===== config.mk =====
export PLATFORM = sky130hd
export DESIGN_NAME = mem_arbiter
export DESIGN_NICKNAME = d
export VERILOG_FILES = /design/src/rtl/mem_arbiter.sv
export SDC_FILE = /design/constraint.sdc
export NUM_CORES = 1
export LEC_CHECK = 0
export ABC_AREA = 1
export BUFFER_PORTS_ARGS = -buffer_cell sky130_fd_sc_hd__buf_2
export CAP_MARGIN = 20
export CELL_PAD_IN_SITES_DETAIL_PLACEMENT = 0
export CELL_PAD_IN_SITES_GLOBAL_PLACEMENT = 2
export CORE_MARGIN = 4
export CORE_UTILIZATION = 24
export CTS_CLUSTER_DIAMETER = 200
export DETAILED_ROUTE_END_ITERATION = 12
export PLACE_DENSITY_LB_ADDON = 0.1
export SYNTH_ARGS = -nofsm -noshare
export SYNTH_HDL_FRONTEND = slang
export SYNTH_SLANG_ARGS = --single-unit

===== constraint.sdc =====
create_clock -name clk -period 2.7 [get_ports clk]
set_clock_uncertainty 0.05 [all_clocks]
set_input_delay 0.27 -clock clk [delete_from_list [all_inputs] [get_ports clk]]
set_output_delay 0.27 -clock clk [all_outputs]
set_load 0.02 [all_outputs]

===== src/rtl/mem_arbiter.sv =====
// mem_arbiter: shares one single-ported, fixed-latency main memory between
// the I-cache and D-cache miss handlers.
//
// Each granted transaction is one of two kinds:
//   - a LINE_WORDS-word line fill (burst read), for either side;
//   - a single-word write-through store, for the D side only.
//
// Ports
//   clk, rst_n           clock, asynchronous active-low reset
//   i_req/i_addr         I-side fill request (held until i_done) and byte address
//   i_grant              I side owns the memory
//   i_data/i_valid/i_word/i_done
//                        returned fill word, its strobe, its line index,
//                        and a one-cycle completion pulse
//   d_req/d_wr/d_addr/d_wdata
//                        D-side request: d_wr=1 is a store, d_wr=0 is a fill
//   d_grant/d_data/d_valid/d_word/d_done
//                        D-side outputs, same meaning as the I side
//   mem_en/mem_wr/mem_addr/mem_wdata
//                        memory access strobe, write enable, byte address, store data
//   mem_rdata/mem_rvalid read return from memory, MEM_LAT cycles after each read
//
// Handshake: a requester raises req and holds it, with address and data
// stable, until its done pulse. The block captures address and store data
// when it grants. It never stalls the memory: one read goes out per cycle,
// and every mem_rvalid seen during a fill is forwarded in the same cycle.
//
// Build option ARB_RR_EN: when defined, simultaneous requests are resolved
// round-robin by a last-owner bit. Otherwise the D side always wins.
module mem_arbiter #(
  parameter int LINE_WORDS = 8,
  parameter int MEM_LAT    = 4
) (
  input  logic        clk,
  input  logic        rst_n,
  input  logic        i_req,
  input  logic [15:0] i_addr,
  output logic        i_grant,
  output logic [15:0] i_data,
  output logic        i_valid,
  output logic [3:0]  i_word,
  output logic        i_done,
  input  logic        d_req,
  input  logic        d_wr,
  input  logic [15:0] d_addr,
  input  logic [15:0] d_wdata,
  output logic        d_grant,
  output logic [15:0] d_data,
  output logic        d_valid,
  output logic [3:0]  d_word,
  output logic        d_done,
  output logic        mem_en,
  output logic        mem_wr,
  output logic [15:0] mem_addr,
  output logic [15:0] mem_wdata,
  input  logic [15:0] mem_rdata,
  input  logic        mem_rvalid
);

  localparam int              CW        = $clog2(LINE_WORDS);
  // Byte-offset bits inside a line (2 bytes per word).
  localparam logic [15:0]     LINE_MASK = 16'(2 * LINE_WORDS - 1);
  localparam logic [CW-1:0]   LAST_IDX  = CW'(LINE_WORDS - 1);

  generate
    if (LINE_WORDS < 2 || LINE_WORDS > 16 ||
        (LINE_WORDS & (LINE_WORDS - 1)) != 0 || MEM_LAT < 1) begin : g_bad_param
      $error("mem_arbiter: LINE_WORDS must be a power of two in 2..16 and MEM_LAT >= 1");
    end
  endgenerate

  typedef enum logic [1:0] {
    IDLE  = 2'd0,
    FILL  = 2'd1,
    WRITE = 2'd2
  } state_t;

  state_t        state_q, state_d;
  logic          owner_q, owner_d;   // 1 = D side owns, 0 = I side owns
  logic [15:0]   base_q,  base_d;    // line base for fills, word address for stores
  logic [15:0]   wdata_q, wdata_d;
  logic [CW:0]   iss_q,   iss_d;     // MSB set once all reads have gone out
  logic [CW-1:0] ret_q,   ret_d;     // index of the next returning word

  logic d_prio;
  logic pick_d;

`ifdef ARB_RR_EN
  // Last owner: 0 = I, 1 = D. The side that did not win last time gets
  // priority on a tie, so neither can starve the other.
  logic last_q, last_d;
  assign d_prio = ~last_q;

  always_comb begin
    last_d = last_q;
    if (state_q == IDLE && (i_req || d_req)) last_d = pick_d;
  end
`else
  assign d_prio = 1'b1;
`endif

  assign pick_d = d_req && (!i_req || d_prio);

  logic        fill_st, write_st, issuing, ret_v, last_ret;
  logic [15:0] iss_off;

  assign fill_st  = (state_q == FILL);
  assign write_st = (state_q == WRITE);
  assign issuing  = fill_st && !iss_q[CW];
  assign iss_off  = 16'(iss_q[CW-1:0]) << 1;
  // Returns are only meaningful while filling; stale ones after reset or
  // during a store are dropped here.
  assign ret_v    = fill_st && mem_rvalid;
  assign last_ret = ret_v && (ret_q == LAST_IDX);

  always_comb begin
    state_d = state_q;
    owner_d = owner_q;
    base_d  = base_q;
    wdata_d = wdata_q;
    iss_d   = iss_q;
    ret_d   = ret_q;
    unique case (state_q)
      IDLE: begin
        iss_d = '0;
        ret_d = '0;
        if (pick_d) begin
          owner_d = 1'b1;
          if (d_wr) begin
            state_d = WRITE;
            base_d  = d_addr;
            wdata_d = d_wdata;
          end else begin
            state_d = FILL;
            base_d  = d_addr & ~LINE_MASK;
          end
        end else if (i_req) begin
          owner_d = 1'b0;
          state_d = FILL;
          base_d  = i_addr & ~LINE_MASK;
        end
      end
      FILL: begin
        if (issuing) iss_d = iss_q + 1'b1;
        if (ret_v)   ret_d = ret_q + 1'b1;
        if (last_ret) state_d = IDLE;
      end
      WRITE: begin
        state_d = IDLE;
      end
      default: begin
        state_d = IDLE;
      end
    endcase
  end

  always_ff @(posedge clk or negedge rst_n) begin
    if (!rst_n) begin
      state_q <= IDLE;
      owner_q <= 1'b0;
      base_q  <= '0;
      wdata_q <= '0;
      iss_q   <= '0;
      ret_q   <= '0;
`ifdef ARB_RR_EN
      last_q  <= 1'b0;
`endif
    end else begin
      state_q <= state_d;
      owner_q <= owner_d;
      base_q  <= base_d;
      wdata_q <= wdata_d;
      iss_q   <= iss_d;
      ret_q   <= ret_d;
`ifdef ARB_RR_EN
      last_q  <= last_d;
`endif
    end
  end

  // Memory side
  assign mem_en    = issuing || write_st;
  assign mem_wr    = write_st;
  assign mem_addr  = issuing ? (base_q + iss_off) : (write_st ? base_q : 16'h0000);
  assign mem_wdata = write_st ? wdata_q : 16'h0000;

  // Requester side: grant spans the first issue cycle through done.
  assign i_grant = fill_st && !owner_q;
  assign d_grant = (fill_st && owner_q) || write_st;

  assign i_valid = ret_v && !owner_q;
  assign i_data  = i_valid ? mem_rdata : 16'h0000;
  assign i_word  = i_valid ? 4'(ret_q) : 4'h0;
  assign i_done  = last_ret && !owner_q;

  assign d_valid = ret_v && owner_q;
  assign d_data  = d_valid ? mem_rdata : 16'h0000;
  assign d_word  = d_valid ? 4'(ret_q) : 4'h0;
  assign d_done  = (last_ret && owner_q) || write_st;

endmodule


==> results of run 1 <==
-- synth_stat cells, drive strengths merged (4+ instances only) --
cell type  count
dfrtp         42
inv           73
ha             6
a31oi         12
clkbuf         4
a21oi          9
nor2          86
o21ai         35
nand3         27
buf           13
nand2        107
nand4          6
-- cell families after synthesis --
kind of cell	Yosys count	share of synthesized area [%]
compound gates	59	11.4
xor+xnor	1	0.310
fa+ha+maj	7	3.37
buf+inv	91	14.3
flops	42	37.2
other cells	1	0.133
simple gates	226	33.3
-- power by group --
part / internal [uW] / total [uW] / switching [uW]
logic: 732 / 2200 / 1470
registers: 925 / 1210 / 283
clock network: 343 / 587 / 244
total: 2000 / 4000 / 2000
-- metal layers --
layer | share of wire [%] | global-route usage [%]
met5 | 0.15 | 0
met4 | 0.84 | 2.55
met3 | 7.9 | 3.78
met2 | 43 | 19.9
met1 | 48 | 18.0
-- cells in the final DEF, fill, tap and decap left out, types with 2 or more instances in the layout --
cell       instances
a21oi_1            8
buf_2            143
clkbuf_16          5
inv_2              3
inv_1             69
nand3_1           27
o21ai_0           33
a31oi_1           12
nand2_1          105
ha_1               5
nor2_1            81
nor2_4             4
nand4_1            6
conb_1             2
dfrtp_1           42
-- per-stage QoR --
step	std cells	setup WS (ns)	hold slack [ns]
detailed placement	697	0.302	0.432
floorplan	428	0.492	-0.0756
finish	708	0.242	0.141
CTS	705	0.0982	0.136
global route	708	0.0408	0.138
global placement	697	0.316	0.429
-- path summary, 6_finish.rpt --
path	to	startpoint	slack (ns)
max	mem_addr[11]	iss_q[0]	0.24
min	wdata_q[5]	d_wdata[5]	0.14
max reg2reg	base_q[1]	state_q[1]	1.17
min reg2reg	ret_q[0]	ret_q[0]	0.48
max in group asynchronous	base_q[2]	rst_n	1.68
min in group asynchronous	base_q[15]	rst_n	0.42
-- critical path, delay by kind of cell, from the launching register on --
| family | cells | cell delay [ns] |
|---|---|---|
| AO/OA/AOI/OAI | 1 | 0.19 |
| adder cells (fa/ha/maj) | 2 | 0.58 |
| buffers and inverters | 4 | 0.30 |
| flip-flops | 1 | 0.37 |
| AND/OR/NAND/NOR | 5 | 0.41 |
-- state kept, by name (all words and copies together) (netlist names) --
register,count
base_q,16
iss_q,4
owner_q,1
ret_q,3
state_q,2
wdata_q,16
-- repair_timing --
action	in CTS	in global routing
endpoints found under the setup margin	2	4
gates cloned	0	0
hold endpoints to repair	0	16
resized for setup	1	2
hold buffers	0	1
buffers inserted	0	1
-- area by class of cell --
type	instances	area, sq um	share of cell area (%)
clock buffers	6	129	3.40
clock inverters	2	13.8	0.363
inverters	74	280	7.39
multi-input cells	295	1390	36.6
flip-flops and latches	42	1050	27.7
well taps	143	179	4.72
repair buffers	146	753	19.9
==> metrics.cfg, run 1 <==
[layout]
final_net_count = 641
antennaDiodeCount = 0
fill_cells = 1273
drive_gt1_share_pct = 29.6
finish.utilization_pct = 33.1
synthToLayoutAreaGrowth_pct = 34.2
postLayoutCellArea_sq_um = 3790

[synth]
yosys_warnings = 0
syn_area_sq_um = 2830
ys_ff_latch = 42
syn_avg_cell_area_sq_um = 6.62
ys.flop_type = dfrtp_1
synth.area.top_cells = dfrtp_1 37%, nand2_1 14%, nor2_1 11%
yosysSeqAreaShare_pct = 37.2
synthCells = 427
yosysTopAreaCell = dfrtp_1
synthArstFlopShare_pct = 100
synth_edf_count = 0
ys_types = 30
synth_top_area_share_pct = 37.2

[sta]
finalHoldViolations = 0
setup_viol = 0
slew_viol_final = 0
relSlewSlack_pct = 66.0
max_freq_mhz = 407
rsz0062_at_grt = no
fin_crit_sh_pct = 91.0
final.setup.tns_ns = 0
worstMarginPinSlew_ns = 0.510
layout_min_cycle_time_ns = 2.46

[job]
max_cap_violations = 0

[critical_path]
critPathMaxStageDelay_ns = 0.37
crit_fanout = 4
slowest_stage = dfrtp_1
arrival_ns = 2.14
cp.required_ns = 2.38
crit_path_frequent_cell = nand2_1
start_kind = flip-flop
critPathCaptureType = output pin
reg2regPathDepth = 5
crit_type = flip-flop to output pin
crit_chain = ha_2 -> inv_1 -> fa_1 -> inv_1 -> nand2_1 -> a21oi_4 -> nand2_1 -> nand2_1 -> nand2_1 -> nand2_1 -> inv_1 -> buf_2

[route]
vias = 2980
drt_iter0_markers = 124
antenna_left = 0
first_pass_iters = 4
drc_errors = 0
avgRoutedWirePerCell_um = 12.4
post_drt_via_cell_ratio = 4.21
drt-total-wl_mm = 8.79

[floorplan]
io_pins = 150
rows = 39
die_h_um = 116
start_util_pct = 24.6
dieWidth_um = 116
core-area_sq_um = 11500
design.die.area_sq_um = 13600

[outcome]
outcome = complete, no violations

[clocking]
cts_buffers = 5
cts.clk_slew.worst_paths_ns = 0.06
clk_latency_ns = 0.28
clock-sinks = 42
clk_path_buf_depth = 2
clock-root-buffer = clkbuf_16
cts_tree = done
htree_levels = 2

[placed_design]
gp_congestion = 0.766
post_dp_cell_area_sq_um = 3600
numPortBuffers = 143
post-dp-hpwl_mm = 6.78

[grt]
grt_usage_pct = 12.9
antenna_found_initial = 1
grt_pass1_vias = 2761
grt_pass1_wl_mm = 13.9
grt_max_degree = 43
grt_overflow = 0

[pwr]
irDropWorstVdd_mv = 0.314
power_uw = 4000
leakagePower_uw = 0.00221
p_per_area_nw_per_um2 = 1050

[min_path]
min_path_cells = 3
hp-class = input pin to flip-flop

No activity file was read; power rests on OpenSTA's default activity.
==> inputs of run 2 (changes only) <==
--- a/config.mk
+++ b/config.mk
@@ -5,13 +5,13 @@
 export SDC_FILE = /design/constraint.sdc
 export NUM_CORES = 1
 export LEC_CHECK = 0
-export ABC_AREA = 1
+export ABC_AREA = 0
 export BUFFER_PORTS_ARGS = -buffer_cell sky130_fd_sc_hd__buf_2
-export CAP_MARGIN = 20
+export CAP_MARGIN = 25
 export CELL_PAD_IN_SITES_DETAIL_PLACEMENT = 0
 export CELL_PAD_IN_SITES_GLOBAL_PLACEMENT = 2
 export CORE_MARGIN = 4
-export CORE_UTILIZATION = 24
+export CORE_UTILIZATION = 22
 export CTS_CLUSTER_DIAMETER = 200
 export DETAILED_ROUTE_END_ITERATION = 12
 export PLACE_DENSITY_LB_ADDON = 0.1
==> constraint.sdc (replaced) <==
create_clock -name clk -period 2.02 [get_ports clk]
set_clock_uncertainty 0.05 [all_clocks]
set_input_delay 0.202 -clock clk [delete_from_list [all_inputs] [get_ports clk]]
set_output_delay 0.202 -clock clk [all_outputs]
set_load 0.02 [all_outputs]
==> run 2 against run 1 <==
- the run now ends with setup timing left
- sequential power up 22%
- wire length up 15%
- sequential share of layout area down 5.7 points
- non-clock buffer count up 68
- clock-buffer cell count unchanged
- critical path type unchanged
- critical endpoint unchanged
==> metrics.cfg, run 2 <==
[synth]
synthArstFlopShare_pct = 100
syn_avg_cell_area_sq_um = 8.97
ys_ff_latch = 42
ys_types = 45
yosysTopAreaCell = dfrtp_1
ys.flop_type = dfrtp_1
synth.area.top_cells = dfrtp_1 38%, and2_1 8.6%, mux2_2 7.7%
yosys_warnings = 0
synth_edf_count = 0
yosysMostFrequentCell = dfrtp_1
synth_common_cells = 42 x dfrtp_1, 38 x and2_1, 34 x nand2_1
yosysSeqAreaShare_pct = 37.9
synth_top_area_share_pct = 37.9
synthCells = 309
syn_area_sq_um = 2770

[layout]
drive_gt1_share_pct = 54.6
layout_commonest_cell = buf_2
synthToLayoutAreaGrowth_pct = 72.2
ff_latch_area_sq_um = 1050
final_cell_mix = 102 x buf_2, 71 x buf_4, 42 x dfrtp_1
antennaDiodeCount = 0
fill_cells = 1250
final_net_count = 585
multi_input_area_sq_um = 1770
reg.largest.list = base_q: 16 flops, wdata_q: 16 flops, iss_q: 4 flops

[grt]
grt_usage_pct = 13.4
grt_overflow = 0
grt_pass1_wl_mm = 15.7
grt_max_degree = 27
grt_pass1_vias = 3018
antenna_found_initial = 1

[sta]
fin_ws_ns = -0.458
final.setup.tns_ns = -4.26
finalHoldViolations = 0
fin_crit_sh_pct = 123
rsz0062_at_grt = yes
slew_viol_final = 0
layout_min_cycle_time_ns = 2.48
max_freq_mhz = 404
setup_viol = 25

[floorplan]
io_pins = 150
start_util_pct = 22.8
dieWidth_um = 120
core-area_sq_um = 12200
die_h_um = 120
rows = 40
design.die.area_sq_um = 14500

[job]
max_cap_violations = 0

[critical_path]
r2r_end = iss_q[2]
cp-startpoint = iss_q[0]
critPathCaptureType = output pin
endpoint = mem_addr[11]
crit_fanout = 4
r2r_slack_ns = 0.33
arrival_ns = 2.23
cp.required_ns = 1.77
start_kind = flip-flop
timing.rr.start = iss_q[0]
reg2regPathDepth = 7
crit_type = flip-flop to output pin

[clocking]
cts.clk_slew.worst_paths_ns = 0.06
clock-sinks = 42
clock-root-buffer = clkbuf_16
clk_latency_ns = 0.28
cts_tree = done
cts_buffers = 5
htree_levels = 2
clk_path_buf_depth = 2

[placed_design]
numPortBuffers = 143
post-dp-hpwl_mm = 7.51
gp_congestion = 0.760

[outcome]
outcome = finished with violations
violations = setup timing

[route]
post_drt_via_cell_ratio = 4.38
vias = 2968
drt_iter0_markers = 87
first_pass_iters = 4
drc_errors = 0
avgRoutedWirePerCell_um = 14.9
antenna_left = 0
drt-total-wl_mm = 10.1

[min_path]
hp-class = input pin to flip-flop

[pwr]
p_per_area_nw_per_um2 = 1310
irDropWorstVdd_mv = 0.422
power_uw = 6260
leakagePower_uw = 0.00243

==> run 2: cell count changes in the layout (fill, tap and decap cells not counted), sizes merged, moves of 11 or more <==
cell / delta
buf: +66
inv: -62
nand2: -73
mux2i: +12
a22o: +11
mux2: +19
and3: +22
nor2: -81
and2: +38
nand3: -19
==> run 2: layer usage <==
layer  up-vias  part of all wire [%]  track usage (%)
met2        60                    49             22.6
met4         2                  0.81             2.55
met1      1402                    46             17.5
met5         -                  0.12                0
met3        10                   4.6             3.51
li1       1494                     -                -
==> run 2: power by group <==
| part | internal [uW] | switching [uW] |
|---|---|---|
| combinational | 2000 | 1980 |
| sequential | 1230 | 253 |
| clock | 459 | 338 |
==> run 2: timing repair <==
item | CTS | global route
pin swaps | 7 | 17
gates cloned | 3 | 4
endpoints found under the setup margin | 58 | 56
hold buffers | 1 | 0
gates resized for setup | 53 | 74
setup buffers | 8 | 9
endpoints found under the hold margin | 42 | 0
==> run 2: cell families after synthesis <==
logic type | Yosys count | share of synthesized area, %
xor gates and xnor gates | 1 | 0.316
and+or+nand+nor | 123 | 24.2
muxes | 31 | 12.1
adders and majority gates | 7 | 3.43
buffers and inverters | 35 | 5.64
DFF | 42 | 37.9
other | 1 | 0.135
AOI/OAI and AO/OA | 69 | 16.3
==> run 2: area by class of cell <==
| cell class | instances | area share (%) |
|---|---|---|
| repair buffers | 214 | 32.5 |
| inverters | 12 | 1.02 |
| well taps | 168 | 4.40 |
| multi-input cells | 233 | 37.0 |
| clock buffers | 6 | 2.70 |
| flip-flops and latches | 42 | 22.0 |
| clock inverters | 2 | 0.288 |
==> run 2: worst min path at each step <==
stage	startpoint	endpoint	slack, ns	cells after the start
floorplan	rst_n	base_q[0]	-0.14	0
global placement	rst_n	wdata_q[8]	0.15	2
detailed placement	rst_n	wdata_q[8]	0.15	2
CTS	d_wdata[1]	wdata_q[1]	0.08	2
global route	d_wdata[0]	wdata_q[0]	0.09	2
finish	d_wdata[1]	wdata_q[1]	0.09	2
==> run 2: critical path, stage by stage (launching register included) <==
cell and delay (ns):
dfrtp_1 0.36, ha_2 0.19, inv_2 0.04, fa_2 0.36, nor2b_4 0.17, o211ai_1 0.20
buf_4 0.20, o41ai_2 0.21, buf_4 0.19
==> run 2: per-stage QoR <==
step | setup slack (ns) | hold slack (ns) | cells | instance area (sq um) | util (%)
3_3_place_gp | -0.154 | 0.153 | 645 | 4000 | 32.9
4_1_cts | -0.465 | 0.0832 | 664 | 4390 | 36.1
2_1_floorplan | -0.101 | -0.144 | 310 | 2820 | -
5_1_grt | -0.555 | 0.0914 | 677 | 4770 | 39.2
3_5_place_dp | -0.166 | 0.151 | 645 | 4000 | 32.9
6_report | -0.458 | 0.0938 | 677 | 4770 | 39.2
==> inputs of run 3 (changes only) <==
--- a/config.mk
+++ b/config.mk
@@ -10,7 +10,6 @@
 export CAP_MARGIN = 25
 export CELL_PAD_IN_SITES_DETAIL_PLACEMENT = 0
 export CELL_PAD_IN_SITES_GLOBAL_PLACEMENT = 2
-export CORE_MARGIN = 4
 export CORE_UTILIZATION = 22
 export CTS_CLUSTER_DIAMETER = 200
 export DETAILED_ROUTE_END_ITERATION = 12
==> run 3 against run 2 <==
- the run still ends with setup timing left
- final area is 0.18% higher
- clock power up 2%
- final cell count down 0.59%
- largest cell class unchanged
==> metrics.cfg, run 3 (synthesis results as in run 2) <==
[outcome]
outcome = finished with violations
violations = setup timing

[critical_path]
crit_chain = ha_2 -> inv_2 -> fa_2 -> nor2b_4 -> o211ai_1 -> o311ai_2 -> o41ai_4 -> buf_4
arrival_ns = 2.27
start_kind = flip-flop
crit_fanout = 4
critPathCaptureType = output pin
cp.required_ns = 1.77
slowest_stage = dfrtp_1
critPathMaxStageDelay_ns = 0.36
r2r_slack_ns = 0.39
crit_type = flip-flop to output pin

[clocking]
cts_buffers = 5
clock-root-buffer = clkbuf_16
clk_latency_ns = 0.29
htree_levels = 2
clock-sinks = 42
clk_path_buf_depth = 2
cts.clk_slew.worst_paths_ns = 0.07
cts_tree = done

[layout]
fill_cells = 1256
final_cell_mix = 107 x buf_2, 62 x buf_4, 42 x dfrtp_1
antennaDiodeCount = 0
multi_input_area_sq_um = 1850
postLayoutCellArea_sq_um = 4780
final_net_count = 581
drive_gt1_share_pct = 55.4
ff_latch_area_sq_um = 1050
reg.largest.list = base_q: 16 flops, wdata_q: 16 flops, iss_q: 4 flops
layout_commonest_cell = buf_2
synthToLayoutAreaGrowth_pct = 72.6

[route]
avgRoutedWirePerCell_um = 14.4
drt_iter0_markers = 88
first_pass_iters = 4
vias = 3021
post_drt_via_cell_ratio = 4.49
antenna_left = 0
drt-total-wl_mm = 9.67
drc_errors = 0

[placed_design]
post_dp_cell_area_sq_um = 4000
gp_congestion = 0.741
numPortBuffers = 143
post-dp-hpwl_mm = 7.01
dp_slack_ns = -0.210

[sta]
fin_ws_ns = -0.497
fin_crit_sh_pct = 125
max_freq_mhz = 397
finalHoldViolations = 0
rsz0062_at_grt = yes
slew_viol_final = 0
layout_min_cycle_time_ns = 2.52
setup_viol = 13

[floorplan]
io_pins = 150
die_h_um = 114
design.die.area_sq_um = 13000
rows = 40
start_util_pct = 22.8
dieWidth_um = 114
core-area_sq_um = 12200

[grt]
busiest_layer = met2
antenna_found_initial = 0
grt_overflow = 0
grt_usage_pct = 14.7
grt_max_degree = 43
grt_pass1_wl_mm = 15.0
use_met3_pct = 4.08
met2_usage_pct = 23.9
grt_use_met1_pct = 19.1
grt_pass1_vias = 2929

[pwr]
irDropWorstVdd_mv = 0.507
swShare_pct = 41.8
pwr-share-clk_pct = 12.7
leakagePower_uw = 0.00244
seqPwrFrac_pct = 23.2
p_comb_share_pct = 64.1
power_switching_uw = 2670
internal-power_uw = 3710
p_per_area_nw_per_um2 = 1330

[min_path]
hp-class = input pin to flip-flop

[job]
max_cap_violations = 0

## run 3: per-layer routing
metal  vias to the layer above  share of wire, %
li1                       1491                 -
met1                      1454                46
met2                        68                47
met3                         8               5.2
met4                         0               1.0
met5                         -                 0
## run 3: cell type report
| type | count | share of cell area [%] |
|---|---|---|
| multi-input combinational | 233 | 38.6 |
| tap | 168 | 4.40 |
| sequential | 42 | 22.0 |
| clock buffer | 6 | 2.69 |
| clock inverter | 2 | 0.288 |
| timing repair buffer | 210 | 31.1 |
| inverter | 12 | 0.942 |
## run 3: path summary, 6_finish.rpt
check                                to  depth (start not counted)        from
setup / recovery           mem_addr[11]                          8   base_q[1]
hold / removal               wdata_q[6]                          2  d_wdata[6]
setup reg to reg            wdata_q[12]                          5  state_q[1]
hold reg to reg               base_q[0]                          2   base_q[0]
max in group asynchronous     base_q[6]                          3       rst_n
min in group asynchronous    wdata_q[9]                          3       rst_n
## run 3: critical path: cells and delay by family, from the launching register on
kind / cells / cell delay, ns
flops: 1 / 0.36
compound gates: 3 / 0.66
buf+inv: 2 / 0.22
fa+ha+maj: 2 / 0.55
simple gates: 1 / 0.18
## run 3: what timing repair did
action,CTS,global route
endpoints found under the setup margin,56,71
pin swaps,9,24
hold buffers,1,0
endpoints found under the hold margin,42,0
buffers inserted,6,12
resized for setup,40,93
cloned,3,1
## run 3: power groups by stage
stage	logic (uW)	registers, uW	clock network [uW]
2_1_floorplan	1940	1500	0
3_3_place_gp	3240	1460	0
3_5_place_dp	3260	1490	0
4_1_cts	3550	1480	836
5_1_grt	4460	1540	871
6_report	4090	1480	809
## run 3: through the flow
stage | setup TNS, ns | power (uW) | instances | hold slack [ns] | utilization, %
after floorplan | -0.128 | 3440 | 310 | -0.144 | -
after global placement | -0.440 | 4700 | 643 | 0.152 | 32.9
after detailed placement | -0.587 | 4750 | 643 | 0.154 | 32.9
after CTS | -4.09 | 5870 | 660 | 0.0807 | 35.5
after global routing | -6.26 | 6870 | 673 | 0.0851 | 39.3
final | -4.58 | 6380 | 673 | 0.0878 | 39.3
